File: src/rtl/shifter_pkg.sv
// rtl/shifter_pkg.sv - shared mode encodings and per-slot select codes for the universal shifter
package shifter_pkg;

  // Operating mode encodings carried on the mode port
  localparam logic [1:0] MODE_HOLD        = 2'd0;
  localparam logic [1:0] MODE_SHIFT_DOWN  = 2'd1;
  localparam logic [1:0] MODE_SHIFT_UP    = 2'd2;
  localparam logic [1:0] MODE_ROTATE_DOWN = 2'd3;

  // Next-value source for a single slot
  typedef enum logic [1:0] {
    SEL_HOLD = 2'd0,
    SEL_LOAD = 2'd1,
    SEL_DOWN = 2'd2,  // take the neighbour above (slot i+1)
    SEL_UP   = 2'd3   // take the neighbour below (slot i-1)
  } sel_e;

endpackage

File: src/rtl/shifter_stage.sv
// rtl/shifter_stage.sv - one shifter slot: data register plus valid tag with a 4-way next-value mux
module shifter_stage
  import shifter_pkg::*;
#(
  parameter int width = 8
) (
  input  logic             clock,
  input  logic             reset_n,
  input  logic             clear_i,
  input  sel_e             sel_i,
  input  logic [width-1:0] load_data_i,
  input  logic [width-1:0] down_data_i,
  input  logic             down_valid_i,
  input  logic [width-1:0] up_data_i,
  input  logic             up_valid_i,
  output logic [width-1:0] data_o,
  output logic             valid_o
);

  logic [width-1:0] data_q, data_d;
  logic             valid_q, valid_d;

  // Select the next slot value; clear drops the tag but leaves data in place
  always_comb begin
    data_d  = data_q;
    valid_d = valid_q;
    case (sel_i)
      SEL_HOLD: begin
        data_d  = data_q;
        valid_d = valid_q;
      end
      SEL_LOAD: begin
        data_d  = load_data_i;
        valid_d = 1'b1;
      end
      SEL_DOWN: begin
        data_d  = down_data_i;
        valid_d = down_valid_i;
      end
      SEL_UP: begin
        data_d  = up_data_i;
        valid_d = up_valid_i;
      end
      default: begin
        data_d  = data_q;
        valid_d = valid_q;
      end
    endcase
    if (clear_i) begin
      data_d  = data_q;
      valid_d = 1'b0;
    end
  end

  // Slot register with immediate reset to empty
  always_ff @(posedge clock or negedge reset_n) begin
    if (!reset_n) begin
      data_q  <= '0;
      valid_q <= 1'b0;
    end else begin
      data_q  <= data_d;
      valid_q <= valid_d;
    end
  end

  assign data_o  = data_q;
  assign valid_o = valid_q;

endmodule

File: src/rtl/universal_shifter.sv
// rtl/universal_shifter.sv - multi-slot shift/rotate/load register with valid tags and occupancy count
module universal_shifter
  import shifter_pkg::*;
#(
  parameter int count = 4,
  parameter int width = 8
) (
  input  logic                       clock,
  input  logic                       reset_n,
  input  logic                       enable,
  input  logic                       clear,
  input  logic                       load,
  input  logic [1:0]                 mode,
  input  logic [count*width-1:0]     parallel_in,
  input  logic [width-1:0]           serial_in,
  input  logic                       serial_in_valid,
  output logic [count*width-1:0]     parallel_out,
  output logic [count-1:0]           valid_out,
  output logic [width-1:0]           serial_out,
  output logic                       serial_out_valid,
  output logic [width-1:0]           serial_out_hi,
  output logic                       serial_out_hi_valid,
  output logic [$clog2(count+1)-1:0] occupancy
);

  localparam int OCC_W = $clog2(count + 1);

  sel_e             sel;
  logic             rotate;
  logic [width-1:0] top_data;
  logic             top_valid;
  logic [width-1:0] slot_data [count];
  logic [count-1:0] slot_valid;
  logic [OCC_W-1:0] occ_q, occ_d;

  // Priority decode: clear beats load, load beats mode, enable gates both
  always_comb begin
    sel = SEL_HOLD;
    if (!clear && enable) begin
      if (load) begin
        sel = SEL_LOAD;
      end else begin
        case (mode)
          MODE_SHIFT_DOWN:  sel = SEL_DOWN;
          MODE_ROTATE_DOWN: sel = SEL_DOWN;
          MODE_SHIFT_UP:    sel = SEL_UP;
          default:          sel = SEL_HOLD;
        endcase
      end
    end
  end

  // Rotation is a down-shift whose top slot is fed from slot 0 instead of serial_in
  assign rotate    = (mode == MODE_ROTATE_DOWN);
  assign top_data  = rotate ? slot_data[0]  : serial_in;
  assign top_valid = rotate ? slot_valid[0] : serial_in_valid;

  for (genvar g = 0; g < count; g++) begin : g_slot
    logic [width-1:0] dn_data, up_data;
    logic             dn_valid, up_valid;

    if (g == count - 1) begin : g_top
      assign dn_data  = top_data;
      assign dn_valid = top_valid;
    end else begin : g_mid_dn
      assign dn_data  = slot_data[g+1];
      assign dn_valid = slot_valid[g+1];
    end

    if (g == 0) begin : g_bot
      assign up_data  = serial_in;
      assign up_valid = serial_in_valid;
    end else begin : g_mid_up
      assign up_data  = slot_data[g-1];
      assign up_valid = slot_valid[g-1];
    end

    shifter_stage #(.width(width)) u_stage (
      .clock        (clock),
      .reset_n      (reset_n),
      .clear_i      (clear),
      .sel_i        (sel),
      .load_data_i  (parallel_in[g*width +: width]),
      .down_data_i  (dn_data),
      .down_valid_i (dn_valid),
      .up_data_i    (up_data),
      .up_valid_i   (up_valid),
      .data_o       (slot_data[g]),
      .valid_o      (slot_valid[g])
    );

    assign parallel_out[g*width +: width] = slot_data[g];
  end

  // Occupancy tracks the tag entering versus the tag leaving on each shift
  always_comb begin
    occ_d = occ_q;
    if (clear) begin
      occ_d = '0;
    end else if (enable) begin
      if (load) begin
        occ_d = OCC_W'(count);
      end else if (mode == MODE_SHIFT_DOWN || mode == MODE_SHIFT_UP) begin
        if (serial_in_valid && !((mode == MODE_SHIFT_DOWN) ? slot_valid[0] : slot_valid[count-1])) begin
          occ_d = occ_q + OCC_W'(1);
        end else if (!serial_in_valid && ((mode == MODE_SHIFT_DOWN) ? slot_valid[0] : slot_valid[count-1])) begin
          occ_d = occ_q - OCC_W'(1);
        end
      end
    end
  end

  // Occupancy register, emptied immediately on reset
  always_ff @(posedge clock or negedge reset_n) begin
    if (!reset_n) begin
      occ_q <= '0;
    end else begin
      occ_q <= occ_d;
    end
  end

  assign valid_out           = slot_valid;
  assign serial_out          = slot_data[0];
  assign serial_out_valid    = slot_valid[0];
  assign serial_out_hi       = slot_data[count-1];
  assign serial_out_hi_valid = slot_valid[count-1];
  assign occupancy           = occ_q;

endmodule

File: config.mk
export PLATFORM = sky130hd
export DESIGN_NAME = universal_shifter
export DESIGN_NICKNAME = d
export VERILOG_FILES = /design/src/rtl/shifter_pkg.sv /design/src/rtl/shifter_stage.sv /design/src/rtl/universal_shifter.sv
export SDC_FILE = /design/constraint.sdc
export NUM_CORES = 1
export LEC_CHECK = 0
export CORE_ASPECT_RATIO = 2
export CORE_MARGIN = 2
export CORE_UTILIZATION = 48
export CTS_CLUSTER_SIZE = 12
export DETAILED_ROUTE_END_ITERATION = 12
export PLACE_DENSITY = 0.87
export SYNTH_ARGS = -nofsm -noshare
export SYNTH_HDL_FRONTEND = slang
export SYNTH_SLANG_ARGS = --single-unit
File: constraint.sdc
create_clock -name clock -period 4.3 [get_ports clock]
set_clock_uncertainty 0.05 [all_clocks]
set_input_delay 0.645 -clock clock [delete_from_list [all_inputs] [get_ports clock]]
set_output_delay 0.645 -clock clock [all_outputs]
set_load 0.01 [all_outputs]
Yosys cells after proc, flatten, opt, wreduce, memory -nomap -nowiden. Index checks and enable logic that the tools add are counted.

Add/subtract/negate cells: 2. Multipliers: 0. Div/mod/pow operators: 0. Order comparisons: 0. Equality and inequality tests: 7. Shifts and indexed selects: 0. Muxes and demuxes: 24. Bitwise logic cells: 2. Reduce and logical (&&, ||, !) cells: 14.

Operators with widths (number): 8-bit case mux with 3 select lines (4); 3-bit 2-to-1 mux (6); 1-bit case mux with 3 select lines (4); 2-bit == test (second input constant) (4); 8-bit 2-to-1 mux (1); 1-bit 2-to-1 mux (6); 2-bit by 1-bit == test with 1-bit output (second input constant) (2); 2-bit 2-to-1 mux (2); 2-bit case mux with 2 select lines (1); 4-bit nonzero test (1); 3-bit by 1-bit adder with 3-bit output (second input constant) (1); 1-bit logical AND (3); 1-bit logical NOT (3); 3-bit AND reduction (1); 3-bit nonzero test (1); 3-bit by 1-bit subtractor with 3-bit output (second input constant) (1); 2-bit logical NOT (1); 2-bit != test (second input constant) (1); 1-bit inverter (2); 2-bit AND reduction (1); 2-bit nonzero test (1); 2-bit OR reduction (1); 1-bit logical OR (1).

Flip-flop bits (word level): 39. Latch bits: 0. Memory bits (writable): 0. ROM bits: 0. Output and inout port bits: 57. Memories kept: 0.

Longest topological paths before layout. Gate-level depths: netlist (run 1).

Word-level depth: 9. Gate-level depth with buffers: 9. Mapped depth without buffers: 9.

By module. Synthesis (run 1) repeated with hierarchy kept, for this count alone.

Cell total of the unflattened synthesis: 301. Area, all modules: 3266.9 um2.

By module, submodules not included: shifter_stage (instances 4, cells an instance 59, area each 673.1 um2, seq. area each 225.2 um2); universal_shifter (instances 1, cells an instance 65, area each 574.3 um2, seq. area each 75.1 um2).

Worst setup path after synthesis (run 1). No wires, ideal clock.

Path type: input port to flip-flop. From: input mode[1]. To: register occ_q[1], in the netlist occupancy[1]. Setup time: 0.071 ns. Arrival time: 2.147 ns. Data required time: 4.179 ns. Setup slack: 2.032 ns. Stages on the path: 9. Path through: inv_1 > ha_1 > mux2i_1 > ha_1 > fa_1 > nor4bb_1 > a21oi_1 > a2bb2oi_1 > nor2_1.

Longest elaborated chain between the ends: 9.

Ends and longest elaborated chain: start: declaration (RTL line universal_shifter.sv:13) `input logic [1:0] mode,`; 2-bit by 1-bit == test with 1-bit output (RTL line universal_shifter.sv:103, universal_shifter.sv:104, universal_shifter.sv:106); 1-bit 2-to-1 mux (RTL line universal_shifter.sv:104, universal_shifter.sv:106); 1-bit logical NOT (RTL line universal_shifter.sv:104) `if (serial_in_valid && !((mode == MODE_SHIFT_DOWN) ? slot_valid[0] : slot_valid[count-1])) begin`; 1-bit logical AND (RTL line universal_shifter.sv:104); 3-bit 2-to-1 mux (RTL line universal_shifter.sv:104); 3-bit 2-to-1 mux (RTL line universal_shifter.sv:103) `end else if (mode == MODE_SHIFT_DOWN || mode == MODE_SHIFT_UP) begin`; 3-bit 2-to-1 mux (RTL line universal_shifter.sv:101) `if (load) begin`; 3-bit 2-to-1 mux (RTL line universal_shifter.sv:100) `end else if (enable) begin`; 3-bit 2-to-1 mux (RTL line universal_shifter.sv:98) `if (clear) begin`; end signal: assignment (RTL line universal_shifter.sv:116) `occ_q <= '0;`; end signal: assignment (RTL line universal_shifter.sv:118) `occ_q <= occ_d;`; end: declaration (RTL line universal_shifter.sv:34) `logic [OCC_W-1:0] occ_q, occ_d;`.

Several ways; a longest one is shown, not always the timed one. The select of a mux whose other input is x is not followed. A chain may end at the register's enable or synchronous reset.

Worst setup path in the final report (run 1).
From: input mode[0]. To: register g_slot[0].u_stage.valid_q.

Longest elaborated chain between the ends: 8.

Ends and longest elaborated chain: 2-bit == test or 2-bit by 1-bit == test with 1-bit output (tied branches) (RTL line universal_shifter.sv:43) `case (mode)`; 2-bit OR reduction (no line); 2-bit case mux with 2 select lines * (RTL line universal_shifter.sv:43); 2-bit 2-to-1 mux * (RTL line universal_shifter.sv:40) `if (load) begin`; 2-bit 2-to-1 mux * (RTL line universal_shifter.sv:39) `if (!clear && enable) begin`; 2-bit == test or 2-bit by 1-bit == test with 1-bit output (tied branches) (RTL line shifter_stage.sv:27) `case (sel_i)`; 1-bit case mux with 3 select lines (RTL line shifter_stage.sv:27); 1-bit 2-to-1 mux (RTL line shifter_stage.sv:49) `if (clear_i) begin`; end signal: assignment (RTL line shifter_stage.sv:62) `valid_q <= valid_d;`; end: declaration (RTL line shifter_stage.sv:21) `logic valid_q, valid_d;`.

Every way passes the cells marked *; elsewhere a longest branch is shown, timed or not.

==> out/results.md, run 1 <==
| Quantity | This run |
|:---|:---|
| Signal arrival time at the worst endpoint | 3.02 ns |
| Cell family with most CP delay | compound AO/OA/AOI/OAI gates |
| CTS Buf Count | 5 |
| Leading area contributor after synthesis | sky130_fd_sc_hd__dfrtp_1 |
| Number of placement rows | 38 |
| Aggregate routed wire length | 8617 um |
| Initial drt markers | 148 |
| Overflow left after global routing | 0 |
| Max-cap violations | 0 |
| Number of I/O pins | 105 |
| Die height | 110.6 um |
| Clock transition at path regs | 0.09 ns |
| Total negative slack for setup checks | 0 ns |
| Number of failing setup endpoints in the final timing report | 0 |
| Most instantiated cells after synthesis | 60 x sky130_fd_sc_hd__a21oi_1, 40 x sky130_fd_sc_hd__nor2_1, 39 x sky130_fd_sc_hd__dfrtp_1 |
| Drt drc | 0 |
| Number of synthesized flops with an enable pin | 0 |
| Number of nets at the end of the flow | 454 |
| Via count | 2886 |
| Critical path buffer and inverter count | 2 |
| Vias in the first global route | 2832 |
| Routed length per placed instance | 18.69 um |
| Run status | finished clean |
| Final number of hold-violating endpoints | 0 |
| Wire length of the first global-routing pass | 13700 um |
| Hold Crit Class | input pin to async pin |
| FF+latch count, synth | 39 |
| Average cell area after synthesis | 8.241 um^2 |
| Dominant register cell in the synthesized netlist | sky130_fd_sc_hd__dfrtp_1 |
| Slowest stage cell, crit path | sky130_fd_sc_hd__a21oi_4 |
| Vias per inst | 6.260 |
| Number of inserted filler cells in the final layout | 473 |
| Crit path capture type | flip-flop |
| Crit-path max cell delay | 0.78 ns |
| Clock Sink Count | 39 |
| Final weighted congestion in routability-driven placement | 0.9496 |
| Net Count, Synth | 385 |
| Die width | 57.31 um |
| Startpoint Class | input pin |
| Synth Cell Area | 0.002728 mm^2 |
| Worst r2r src | g_slot[0].u_stage.valid_o |
| Count of different cell masters after synthesis | 32 |
| Post-cts hold buffer count | 0 |
| Synthesis warning total | 0 |
| HPWL after DPL | 5932 um |
| CTS Root Cell | sky130_fd_sc_hd__clkbuf_8 |
| Area of all placed cells without fillers | 0.003712 mm^2 |
| Initial core utilization | 49.89% |
| Synthesized instance count | 331 |
| Biggest area contributors in the synthesized netlist | sky130_fd_sc_hd__dfrtp_1 36%, sky130_fd_sc_hd__a21oi_1 11%, sky130_fd_sc_hd__a31oi_1 7.1% |
| Full die area | 0.006338 mm^2 |
| Buffer depth of the longest clock path | 2 |
| Number of cells on the worst reg-to-reg path | 7 |
| Worst relative slew slack | 31.16% |
| Count of cells resized by post-cts repair | 0 |
| Final Critical Period | 2.846 ns |
| Largest net degree at the start of global routing | 57 |
| Start point of the critical path | mode[0] |
| Fraction of registers with async set or reset after synthesis | 100.0% |
| Pwr Density | 366.5 mW/mm^2 |
| R2r setup slk | 2.26 ns |
| Number of cells in the finished layout apart from fillers | 461 |
| Share of the cycle needed by the critical path after routing | 66.18% |
| Max Clk Rate | 0.3514 GHz |
| Core Region | 0.005468 mm^2 |
| Gr usage total | 27.00% |
| Worst Path Required | 4.48 ns |
| Total setup buffers inserted after CTS | 0 |
| Latest clock arrival within the worst-skew pair | 0.30 ns |
| Leakage power total | 0.001403 uW |
| Share of final-layout standard cells stronger than drive strength 1 | 7.232% |
| Stages on worst setup path | 7 |
| Count of inserted antenna diode cells | 0 |
| Largest vdd supply drop | 0.2679 mV |
| Number of instances in the placed design | 453 |
| Endpoint of the worst register-to-register path | occupancy[1] |
| Total count of max-transition violations in the final report | 0 |
| Post-synthesis to final-layout area growth | 36.10% |
| CP Max Fanout | 35 |
| Top cell type's share of synthesized area | 35.78% |
| Unrepaired setup endpoints after global routing | false |
| Share of the yosys chip area belonging to registers | 35.78% |
| Cell chain of the critical path | clkdlybuf4s50_1 > inv_1 > ha_1 > nor2_4 > a21oi_4 > o21ai_0 > o2bb2ai_1 |
| WS Path Type | input pin to flip-flop |
| Placed inst area | 0.003576 mm^2 |
| Cell with the most instances after synthesis | sky130_fd_sc_hd__a21oi_1 |
| Initial DRT Pass Iterations | 5 |
| CTS H-tree depth | 2 |
| Buffers added on ports | 104 |
| Initial antenna violation count | 0 |
| CTS tree | built |
| Fin Hold WS | 0.4146 ns |
| Count of antenna-violating nets left after detailed routing | 0 |
| Worst-Margin Slew | 1.033 ns |
## through the flow
stage,setup slack [ns],utilization [%],total power [uW]
detailed placement,1.257,65.40,987.7
floorplan,2.032,-,744.8
CTS,1.525,67.89,1359
global placement,1.322,65.40,972.7
global route,1.295,67.89,1418
finish,1.454,67.89,1361
## kinds of logic (layout without fill, tap and decap cells)
| kind of cell | after synthesis | in the layout | share of synthesized area (%) |
|---|---|---|---|
| xor gates and xnor gates | 1 | 1 | 0.3212 |
| adders and majority gates | 6 | 6 | 3.028 |
| muxes | 11 | 11 | 4.450 |
| AOI/OAI and AO/OA | 136 | 136 | 28.07 |
| DFF | 39 | 39 | 35.78 |
| and+or+nand+nor | 85 | 85 | 16.70 |
| buffers and inverters | 53 | 123 | 11.65 |
## sequential cells by signal, summed over array words and instances, names as in the netlist
| signal | cells |
|---|---|
| g_slot.u_stage.data_o | 32 |
| occupancy | 3 |
| g_slot.u_stage.valid_o | 4 |
## how the worst max path moves through the flow
stage	to	slack (ns)
floorplan	occupancy[1]	2.03
global placement	g_slot[1].u_stage.valid_o	1.32
detailed placement	g_slot[1].u_stage.valid_o	1.26
CTS	g_slot[0].u_stage.valid_o	1.53
global route	g_slot[0].u_stage.valid_o	1.30
finish	g_slot[0].u_stage.valid_o	1.45
## power by group
part / total, uW / switching [uW] / internal, uW
clock: 376 / 144 / 232
combinational: 484 / 210 / 274
sequential: 501 / 75.6 / 426
## layout by cell type, fill, tap and decap left out, drive strengths merged
master,instances
clkdlybuf4s50,102
a21oi,62
nor2,41
dfrtp,39
o21ai,35
a31oi,31
nor3b,24
nand2,11
mux2,9
buf,7
inv,6
ha,5
clkbuf,5
o2bb2ai,4
nand2b,3
mux2i,2
nor4bb,2
a2bb2oi,2
bufinv,2
nor3,2
and2,1
o221a,1
or2,1
xnor2,1
a211oi,1
fa,1
clkinvlp,1
## layout make-up
cell class | count | area, um^2 | share of cell area, %
clock buffers | 5 | 68.82 | 1.854
clock inverters | 3 | 67.56 | 1.820
inverters | 6 | 22.52 | 0.6067
multi-input cells | 239 | 1434 | 38.63
flip-flops and latches | 39 | 975.9 | 26.29
well taps | 60 | 75.07 | 2.022
repair buffers | 109 | 1069 | 28.78
## worst reg2reg max path: cells and delay by family (launching register included)
kind | cells | cell delay (ns)
adder cells (fa/ha/maj) | 2 | 0.67
flip-flops | 1 | 0.45
AND/OR/NAND/NOR | 2 | 0.44
AO/OA/AOI/OAI | 2 | 0.21
multiplexers | 1 | 0.17
## per-layer routing
metal,wire length (um),vias to the layer above,global-route usage (%)
li1,-,1308,-
met1,2969,1376,30.63
met2,4682,165,45.67
met3,549,37,4.450
met4,415,0,16.28
met5,0,-,0
Note: power is estimated with default switching activity, not from simulation.
==> run 2, diff against run 1 <==
Settings changed: CORE_UTILIZATION 48 to 45, PLACE_DENSITY 0.87 to 0.82.
Clock period 4.3 ns to 2.73 ns, I/O delays scaled along.
==> run 2 against run 1 <==
Net effect: cell area is 2.7% higher; first-iteration DRC count is 11% lower; combinational power is 59% higher; sequential share of layout area is 0.68 points lower; setup slack worse by 1.2 ns; total power is 60% higher; via count is 1.4% higher; critical path depth is 3 higher; utilization is 3.9 points lower; hold slack worse by 0.21 ns; clock-buffer cell count is 3 higher; non-clock buffer count is 10 higher.
==> out/results.md, run 2 (synthesis gave the netlist of run 1 again) <==
| Quantity | This run | Delta |
|:---|:---|:---|
| Initial antenna violation count | 0 | unchanged |
| Count of antenna-violating nets left after detailed routing | 0 | unchanged |
| Signal arrival time at the worst endpoint | 2.60 ns | -0.42 ns |
| Wire length of the first global-routing pass | 13430 um | -2.0% |
| Initial drt markers | 132 | -11% |
| Number of nets at the end of the flow | 464 | +2.2% |
| Share of the cycle needed by the critical path after routing | 89.28% |  |
| CP endpoint | occupancy[1] |  |
| Via count | 2926 | +1.4% |
| Number of placement rows | 40 | +5.3% |
| Count of inserted antenna diode cells | 0 | unchanged |
| Number of cells on the worst reg-to-reg path | 7 | unchanged |
| Global routing met1 resource utilization | 32.27% | +1.6 points |
| Clock transition at path regs | 0.06 ns | -0.03 ns |
| CTS H-tree depth | 2 | unchanged |
| Clock Sink Count | 39 | unchanged |
| Worst Path Required | 2.90 ns | -1.58 ns |
| CTS Buf Count | 5 | unchanged |
| HPWL after DPL | 5752 um | -3.0% |
| Leakage power total | 0.001466 uW | +4.5% |
| Die width | 59.05 um | +3.0% |
| CP most frequent cell | sky130_fd_sc_hd__ha_1 |  |
| Aggregate routed wire length | 8450 um | -1.9% |
| Startpoint Class | input pin |  |
| Run status | finished clean |  |
| Core Region | 0.005956 mm^2 | +8.9% |
| CTS Root Cell | sky130_fd_sc_hd__clkbuf_16 |  |
| Flip-flop count of the largest register, all copies and words added | 32 | unchanged |
| Number of failing setup endpoints in the final timing report | 0 | unchanged |
| Initial core utilization | 45.80% | -4.1 points |
| Number of I/O pins | 105 | unchanged |
| Post-route setup slack | 0.2927 ns | -1.161 ns |
| Post-synthesis to final-layout area growth | 39.72% |  |
| R2r setup slk | 0.72 ns | -1.54 ns |
| WS Path Type | input pin to flip-flop |  |
| Initial DRT Pass Iterations | 4 | -1 |
| Utilization after layout | 63.99% | -3.9 points |
| Buffers added on ports | 104 | unchanged |
| Drt drc | 0 | unchanged |
| Total negative slack for setup checks | 0 ns | unchanged |
| Slowest stage cell, crit path | sky130_fd_sc_hd__clkdlybuf4s50_1 |  |
| Met3 global-route usage | 2.373% | -2.1 points |
| Endpoint of the worst register-to-register path | occupancy[1] |  |
| Count of cells resized by post-cts repair | 0 | unchanged |
| Vias in the first global route | 2762 | -2.5% |
| Overflow left after global routing | 0 | unchanged |
| Number of inserted filler cells in the final layout | 517 | +9.3% |
| Largest vdd supply drop | 0.3483 mV | +30% |
| Buffer depth of the longest clock path | 2 | unchanged |
| Unrepaired setup endpoints after global routing | false |  |
| Die height | 114.1 um | +3.2% |
| Crit-path max cell delay | 0.51 ns | -0.27 ns |
| Latest clock arrival within the worst-skew pair | 0.28 ns | -0.02 ns |
| Final number of hold-violating endpoints | 0 | unchanged |
| Worst relative slew slack | 39.05% | +7.9 points |
| CTS tree | built |  |
| Full die area | 0.006738 mm^2 | +6.3% |
| Post-place setup slack | 0.004703 ns | -1.252 ns |
| Worst-Margin Slew | 0.9142 ns | -0.1184 ns |
| Post-cts hold buffer count | 0 | unchanged |
| Cell chain of the critical path | clkdlybuf4s50_1 > inv_1 > ha_1 > mux2i_1 > ha_1 > fa_1 > nor4bb_1 > a21oi_1 > a2bb2oi_1 > nor2_1 |  |
| Pwr Density | 571.8 mW/mm^2 | +56% |
| Total count of max-transition violations in the final report | 0 | unchanged |
| Crit path capture type | flip-flop |  |
| Total setup buffers inserted after CTS | 0 | unchanged |
| Leading cell type in the layout, fill and taps excluded | sky130_fd_sc_hd__clkdlybuf4s50_1 |  |
| Share of final-layout standard cells stronger than drive strength 1 | 9.246% | +2.0 points |
| Vias per inst | 6.173 | -1.4% |
| Final Critical Period | 2.437 ns |  |
| Start point of the critical path | mode[1] |  |
| Max Clk Rate | 0.4103 GHz |  |
| Highest-utilization routing layer at the global route stage | met2 |  |
| Max-cap violations | 0 | unchanged |
| Gr usage total | 25.45% | -1.6 points |
| Largest net degree at the start of global routing | 40 | -30% |
| Fin Hold WS | 0.2034 ns | -0.2111 ns |
| Worst r2r src | g_slot[0].u_stage.valid_o |  |
| CP Max Fanout | 3 | -91% |
| Final weighted congestion in routability-driven placement | 0.8588 | -9.6% |
| Routed length per placed instance | 17.83 um | -4.6% |
| Most frequent cells in the layout | 102 x sky130_fd_sc_hd__clkdlybuf4s50_1, 60 x sky130_fd_sc_hd__a21oi_1, 40 x sky130_fd_sc_hd__nor2_1, 39 x sky130_fd_sc_hd__dfrtp_1, 31 x sky130_fd_sc_hd__a31oi_1 |  |
| Hold Crit Class | input pin to async pin |  |
| Grt met2 use | 42.52% | -3.2 points |
-- run 2: changes by cell type in the layout (fill, tap and decap cells not counted), sizes merged --
cell,delta
bufinv,-2
clkinvlp,-1
buf,+10
clkbuf,+3
-- run 2: layout make-up --
class | count | area (um^2) | area share, %
multi-input cells | 239 | 1434 | 37.62
repair buffers | 119 | 1144 | 30.01
well taps | 63 | 78.83 | 2.068
inverters | 6 | 22.52 | 0.5909
clock buffers | 8 | 156.4 | 4.104
flip-flops and latches | 39 | 975.9 | 25.61
-- run 2: report_power, final --
group | internal (uW) | leakage [uW] | switching (uW)
Combinational | 441 | 0.000944 | 327
Sequential | 672 | 0.000445 | 116
Clock | 389 | 0.0000772 | 234
Total | 1500 | 0.00147 | 677
-- run 2: per-stage QoR --
stage | cell area [um^2] | cells | total power, uW
finish | 3811 | 474 | 2179
global route | 3811 | 474 | 2276
CTS | 3811 | 474 | 2176
detailed placement | 3655 | 466 | 1557
global placement | 3655 | 466 | 1540
floorplan | 2728 | 331 | 1173
-- run 2: critical path: cells and delay by family --
| family | cells | cell delay [ns] |
|---|---|---|
| AOI/OAI and AO/OA | 2 | 0.21 |
| buffers and inverters | 2 | 0.58 |
| muxes | 1 | 0.16 |
| and+or+nand+nor | 2 | 0.37 |
| adders and majority gates | 3 | 0.87 |
-- run 2: worst min path at each step --
stage / from / endpoint / slack (ns) / cells after the start
after global placement: g_slot[2].u_stage.valid_o / g_slot[2].u_stage.valid_o / 0.48 / 1
after floorplan: reset_n / g_slot[0].u_stage.data_o[0] / 0.06 / 0
after global routing: reset_n / g_slot[1].u_stage.data_o[3] / 0.28 / 1
final: reset_n / g_slot[1].u_stage.data_o[3] / 0.20 / 1
after detailed placement: g_slot[2].u_stage.valid_o / g_slot[2].u_stage.valid_o / 0.48 / 1
after CTS: reset_n / g_slot[1].u_stage.data_o[6] / 0.24 / 1
-- run 2: routing by layer --
metal | vias to the layer above | wire length, um
met1 | 1410 | 3103
met5 | - | 0
met4 | 0 | 337
met3 | 31 | 516
li1 | 1326 | -
met2 | 159 | 4492
==> run 3, diff against run 2 <==
Settings changed: ABC_CLOCK_PERIOD_IN_PS from default to 2730, CTS_CLUSTER_DIAMETER from default to 60.
==> results of run 3 <==
The final DEF is identical to that of run 2; final timing and power are the same.
==> variant 1 (flow settings as in run 3) <==
Add an input register stage for `mode`, cleared by the reset; this delays it by one clock. The other inputs are not delayed to match.
--- a/src/rtl/universal_shifter.sv
+++ b/src/rtl/universal_shifter.sv
@@ -25,6 +25,16 @@
 
   localparam int OCC_W = $clog2(count + 1);
 
+  logic [1:0] mode_q;
+
+  always_ff @(posedge clock or negedge reset_n) begin
+    if (!reset_n) begin
+      mode_q <= '0;
+    end else begin
+      mode_q <= mode;
+    end
+  end
+
   sel_e             sel;
   logic             rotate;
   logic [width-1:0] top_data;
@@ -40,7 +50,7 @@
       if (load) begin
         sel = SEL_LOAD;
       end else begin
-        case (mode)
+        case (mode_q)
           MODE_SHIFT_DOWN:  sel = SEL_DOWN;
           MODE_ROTATE_DOWN: sel = SEL_DOWN;
           MODE_SHIFT_UP:    sel = SEL_UP;
@@ -51,7 +61,7 @@
   end
 
   // Rotation is a down-shift whose top slot is fed from slot 0 instead of serial_in
-  assign rotate    = (mode == MODE_ROTATE_DOWN);
+  assign rotate    = (mode_q == MODE_ROTATE_DOWN);
   assign top_data  = rotate ? slot_data[0]  : serial_in;
   assign top_valid = rotate ? slot_valid[0] : serial_in_valid;
 
@@ -100,10 +110,10 @@
     end else if (enable) begin
       if (load) begin
         occ_d = OCC_W'(count);
-      end else if (mode == MODE_SHIFT_DOWN || mode == MODE_SHIFT_UP) begin
-        if (serial_in_valid && !((mode == MODE_SHIFT_DOWN) ? slot_valid[0] : slot_valid[count-1])) begin
+      end else if (mode_q == MODE_SHIFT_DOWN || mode_q == MODE_SHIFT_UP) begin
+        if (serial_in_valid && !((mode_q == MODE_SHIFT_DOWN) ? slot_valid[0] : slot_valid[count-1])) begin
           occ_d = occ_q + OCC_W'(1);
-        end else if (!serial_in_valid && ((mode == MODE_SHIFT_DOWN) ? slot_valid[0] : slot_valid[count-1])) begin
+        end else if (!serial_in_valid && ((mode_q == MODE_SHIFT_DOWN) ? slot_valid[0] : slot_valid[count-1])) begin
           occ_d = occ_q - OCC_W'(1);
         end
       end
Check against the original RTL: not equivalent (Yosys sat finds a counterexample within 4 cycles, from zero or initial values and one cycle with reset_n low).
==> variant 1 against run 3 <==
  * Total power rose by 10%
  * Routed wire length fell by 37%
  * First-iteration DRC count fell by 67%
  * Area after synthesis fell by 11%
  * Global-route usage fell by 6.6 points
  * Setup slack improved by 0.17 ns
  * Cell area fell by 8.5%
  * Sequential cell count rose by 2
  * Largest power group is now combinational cells
  * Highest routed layer unchanged
==> variant 1: results (changes against run 3) <==
INFO  cells_and_area layout.non_clock_buffers=107 [-10%]
INFO  cells_and_area nonClockInverterCount=5 [-1]
INFO  global_routing grt_max_degree=42 [+5.0%]
INFO  clock_tree     root_buffer=sky130_fd_sc_hd__clkbuf_8
INFO  logic_synthesis synthTopCellsByArea=sky130_fd_sc_hd__dfrtp_1 (42%), sky130_fd_sc_hd__mux4_2 (29%), sky130_fd_sc_hd__buf_4 (7.7%)
INFO  cells_and_area layout-drive-gt1-share=0.223 [+0.131]
INFO  power_and_ir_drop power_of_the_clock_network=0.507mW [-19%]
INFO  outcome        run_status=completed
INFO  worst_setup_path crit_path_slowest_cell=sky130_fd_sc_hd__fa_1
INFO  logic_synthesis synth_cell_type_count=25 [-22%]
INFO  clock_tree     clkSlewWorstSetupHoldPaths=0.08ns [+0.02 ns]
INFO  logic_synthesis ys_seq_area_frac=0.421 [+0.0631]
INFO  global_routing vias_in_the_first_global_route=1806 [-35%]
INFO  logic_synthesis postSynthNetCount=210 [-45%]
INFO  sta            max_slew_margin=0.404 [+0.0140]
INFO  drt            drt_iter0_markers=44 [-67%]
INFO  global_routing grt_usage=0.189 [-0.0659]
INFO  worst_setup_path timing.critical_path.arrival=2.44ns [-0.16 ns]
INFO  placed_design  globalplace.congestion=0.753 [-12%]
INFO  drt            route.detailed.wl_per_inst=17.8um [-0.39%]
INFO  logic_synthesis synthesis.instances=156 [-53%]
INFO  cells_and_area seq_area_frac=0.294 [+0.0383]
INFO  drt            route.detailed.vias_per_inst=5.62 [-8.9%]
INFO  cells_and_area clockNetworkAreaShare=0.0334 [-0.00766]
INFO  power_and_ir_drop leakage_power_total=1.34nW [-8.6%]
INFO  logic_synthesis synth_fa_ha_area_frac=0.0339 [+0.00361]
## variant 1: metal layers
metal,part of all wire,GRT usage,vias to the layer above
li1,-,-,747
met1,0.42,0.268,842
met2,0.48,0.294,103
met3,0.090,0.0407,6
met4,0.012,0.0561,0
met5,0,0,-
## variant 1: worst paths after layout
path	startpoint	end	slack, ns	cells past startpoint
worst min-delay path	reset_n	g_slot[0].u_stage.data_o[7]$_DFFE_PN0P_	0.19	1
max in group asynchronous	reset_n	g_slot[3].u_stage.data_o[1]$_DFFE_PN0P_	1.88	1
worst min register to register	occupancy[1]$_DFFE_PN0P_	occupancy[1]$_DFFE_PN0P_	0.55	2
worst max-delay path	mode_q[1]$_DFF_PN0_	occupancy[1]$_DFFE_PN0P_	0.47	9
min in group clock	mode[1]	mode_q[1]$_DFF_PN0_	0.50	1
worst max register to register	mode_q[1]$_DFF_PN0_	occupancy[1]$_DFFE_PN0P_	0.47	9
==> variant 2 (settings of run 3) <==
Made on the original files. `width` is set to 8 in 2 places; all go to 6.
--- a/src/rtl/shifter_stage.sv
+++ b/src/rtl/shifter_stage.sv
@@ -2,7 +2,7 @@
 module shifter_stage
   import shifter_pkg::*;
 #(
-  parameter int width = 8
+  parameter int width = 6
 ) (
   input  logic             clock,
   input  logic             reset_n,
--- a/src/rtl/universal_shifter.sv
+++ b/src/rtl/universal_shifter.sv
@@ -3,7 +3,7 @@
   import shifter_pkg::*;
 #(
   parameter int count = 4,
-  parameter int width = 8
+  parameter int width = 6
 ) (
   input  logic                       clock,
   input  logic                       reset_n,
Interface: changed (5 resized); port bits go from 105 to 83. The function was not compared with the original's and may differ.
==> variant 2 against run 3 <==
  * Sequential cell count is 8 lower
  * Die area shrank 27%
  * Area after synthesis fell by 29%
  * Combinational power decreased by 1%
  * Total power shrank 17%
  * Routed wire length fell by 46%
  * Critical path depth is the same
  * Setup slack lost 0.033 ns
  * Cell area decreased by 27%
  * Core utilization grew 3.6 points
  * First-iteration DRC count is 87% lower
  * Hold slack improved by 0.28 ns
  * Non-clock buffer count fell by 31
  * Count of clock-buffer cells in the layout shrank 2
  * Critical path type unchanged
  * Critical endpoint unchanged
  * Largest cell class unchanged
  * Highest routed layer unchanged
==> variant 2: results (changes against run 3) <==
INFO  global_routing grtUsageMet2=0.345 [-0.0800]
INFO  logic_synthesis postSynthNetCount=174 [-55%]
INFO  logic_synthesis synthTopCellsByArea=sky130_fd_sc_hd__dfrtp_1 (40%), sky130_fd_sc_hd__mux4_2 (27%), sky130_fd_sc_hd__buf_4 (6.2%)
INFO  sta            max_slew_margin=0.718 [+0.328]
INFO  placed_design  detailedPlacementHpwl=3.58mm [-38%]
INFO  drt            drt_wl_total=4.60mm [-46%]
INFO  logic_synthesis ys_seq_area_frac=0.399 [+0.0412]
INFO  cells_and_area layout.nets=246 [-47%]
INFO  global_routing grt_max_degree=32 [-20%]
INFO  placed_design  placed_area=0.00270mm^2 [-26%]
INFO  clock_tree     root_buffer=sky130_fd_sc_hd__clkbuf_8
INFO  placed_design  globalplace.congestion=0.786 [-8.5%]
INFO  logic_synthesis synthTopCellsByCount=sky130_fd_sc_hd__dfrtp_1 (31), sky130_fd_sc_hd__mux4_2 (23), sky130_fd_sc_hd__buf_4 (16), sky130_fd_sc_hd__mux2_2 (7), sky130_fd_sc_hd__nor2_1 (7)
INFO  global_routing vias_in_the_first_global_route=1498 [-46%]
INFO  global_routing gr-usage-met1=0.244 [-0.0784]
INFO  drt            drt_iter0_markers=17 [-87%]
INFO  global_routing global_route_wire_length_before_repair=7.58mm [-44%]
INFO  sta            hold_viol=0 [unchanged]
INFO  placed_design  port_buffers=82 [-21%]
INFO  logic_synthesis synth-async-reset-ratio=1.00 [unchanged]
INFO  global_routing globalRouteMet3Util=0.0432 [+0.0195]
INFO  global_routing grt_usage=0.202 [-0.0525]
INFO  hold_path      hp-class=in -> async
INFO  sta            worst_hold_slack=0.484ns [+0.281 ns]
INFO  outcome        run_status=completed
INFO  cells_and_area largest_register_ff_count=24 [-25%]
INFO  power_and_ir_drop worst_ir_drop_on_vdd=0.335mV [-3.7%]
INFO  drt            vias=1424 [-51%]
INFO  worst_setup_path timing.critical_path.arrival=2.63ns [+0.03 ns]
INFO  power_and_ir_drop leakage_power_total=1.09nW [-26%]
INFO  cells_and_area layout-drive-gt1-share=0.228 [+0.135]
INFO  logic_synthesis synth_cell_type_count=25 [-22%]
INFO  clock_tree     cts_made_buffers=5 [unchanged]
INFO  worst_setup_path rr_worst_depth=7 [unchanged]
INFO  clock_tree     clkSlewWorstSetupHoldPaths=0.07ns
variant 2: cell families after synthesis:
group | synth area share
muxes | 0.346
DFF | 0.399
buffers and inverters | 0.108
and+or+nand+nor | 0.0663
AOI/OAI and AO/OA | 0.0335
adders and majority gates | 0.0425
xor gates and xnor gates | 0.00451
variant 2: critical path, cell delays in order:
cell and delay [ns]:
sky130_fd_sc_hd__clkdlybuf4s50_1 0.50, sky130_fd_sc_hd__inv_1 0.07, sky130_fd_sc_hd__ha_1 0.19, sky130_fd_sc_hd__mux2i_1 0.17, sky130_fd_sc_hd__ha_1 0.23, sky130_fd_sc_hd__fa_1 0.42, sky130_fd_sc_hd__nor4bb_1 0.32, sky130_fd_sc_hd__a21oi_1 0.08
sky130_fd_sc_hd__a2bb2oi_1 0.14, sky130_fd_sc_hd__nor2_1 0.08
variant 2: through the flow:
step / instances / util / setup WS (ns)
after floorplan: 130 / - / 0.700
after global placement: 247 / 0.654 / 0.160
after detailed placement: 247 / 0.654 / 0.0243
after CTS: 254 / 0.675 / 0.304
after global routing: 254 / 0.675 / 0.156
final: 254 / 0.675 / 0.260
variant 2: report_power, final:
group / leakage [nW] / switching (mW) / internal [mW]
Combinational: 0.667 / 0.257 / 0.502
Clock: 0.0470 / 0.156 / 0.197
Sequential: 0.373 / 0.129 / 0.576
Total: 1.09 / 0.543 / 1.28
variant 2: how the worst max path moves through the flow:
stage          startpoint                       end  slack, ns
2_1_floorplan     mode[1]  occupancy[1]$_DFFE_PN0P_       0.70
3_3_place_gp      mode[1]  occupancy[1]$_DFFE_PN0P_       0.16
3_5_place_dp      mode[1]  occupancy[1]$_DFFE_PN0P_       0.02
4_1_cts           mode[1]  occupancy[1]$_DFFE_PN0P_       0.30
5_1_grt           mode[1]  occupancy[1]$_DFFE_PN0P_       0.16
6_report          mode[1]  occupancy[1]$_DFFE_PN0P_       0.26
variant 2: layer usage:
layer  wire (um)  up-vias
li1            -      619
met1        1690      741
met2        2610       56
met3         203        8
met4          93        0
met5           0        -
variant 2: final cells by class:
type	count	area, um^2
timing repair buffer	88	878
sequential	31	776
fill	313	1340
clock buffer	6	82.6
inverter	5	18.8
tap	52	65.1
clock inverter	1	5.00
multi-input combinational	71	963
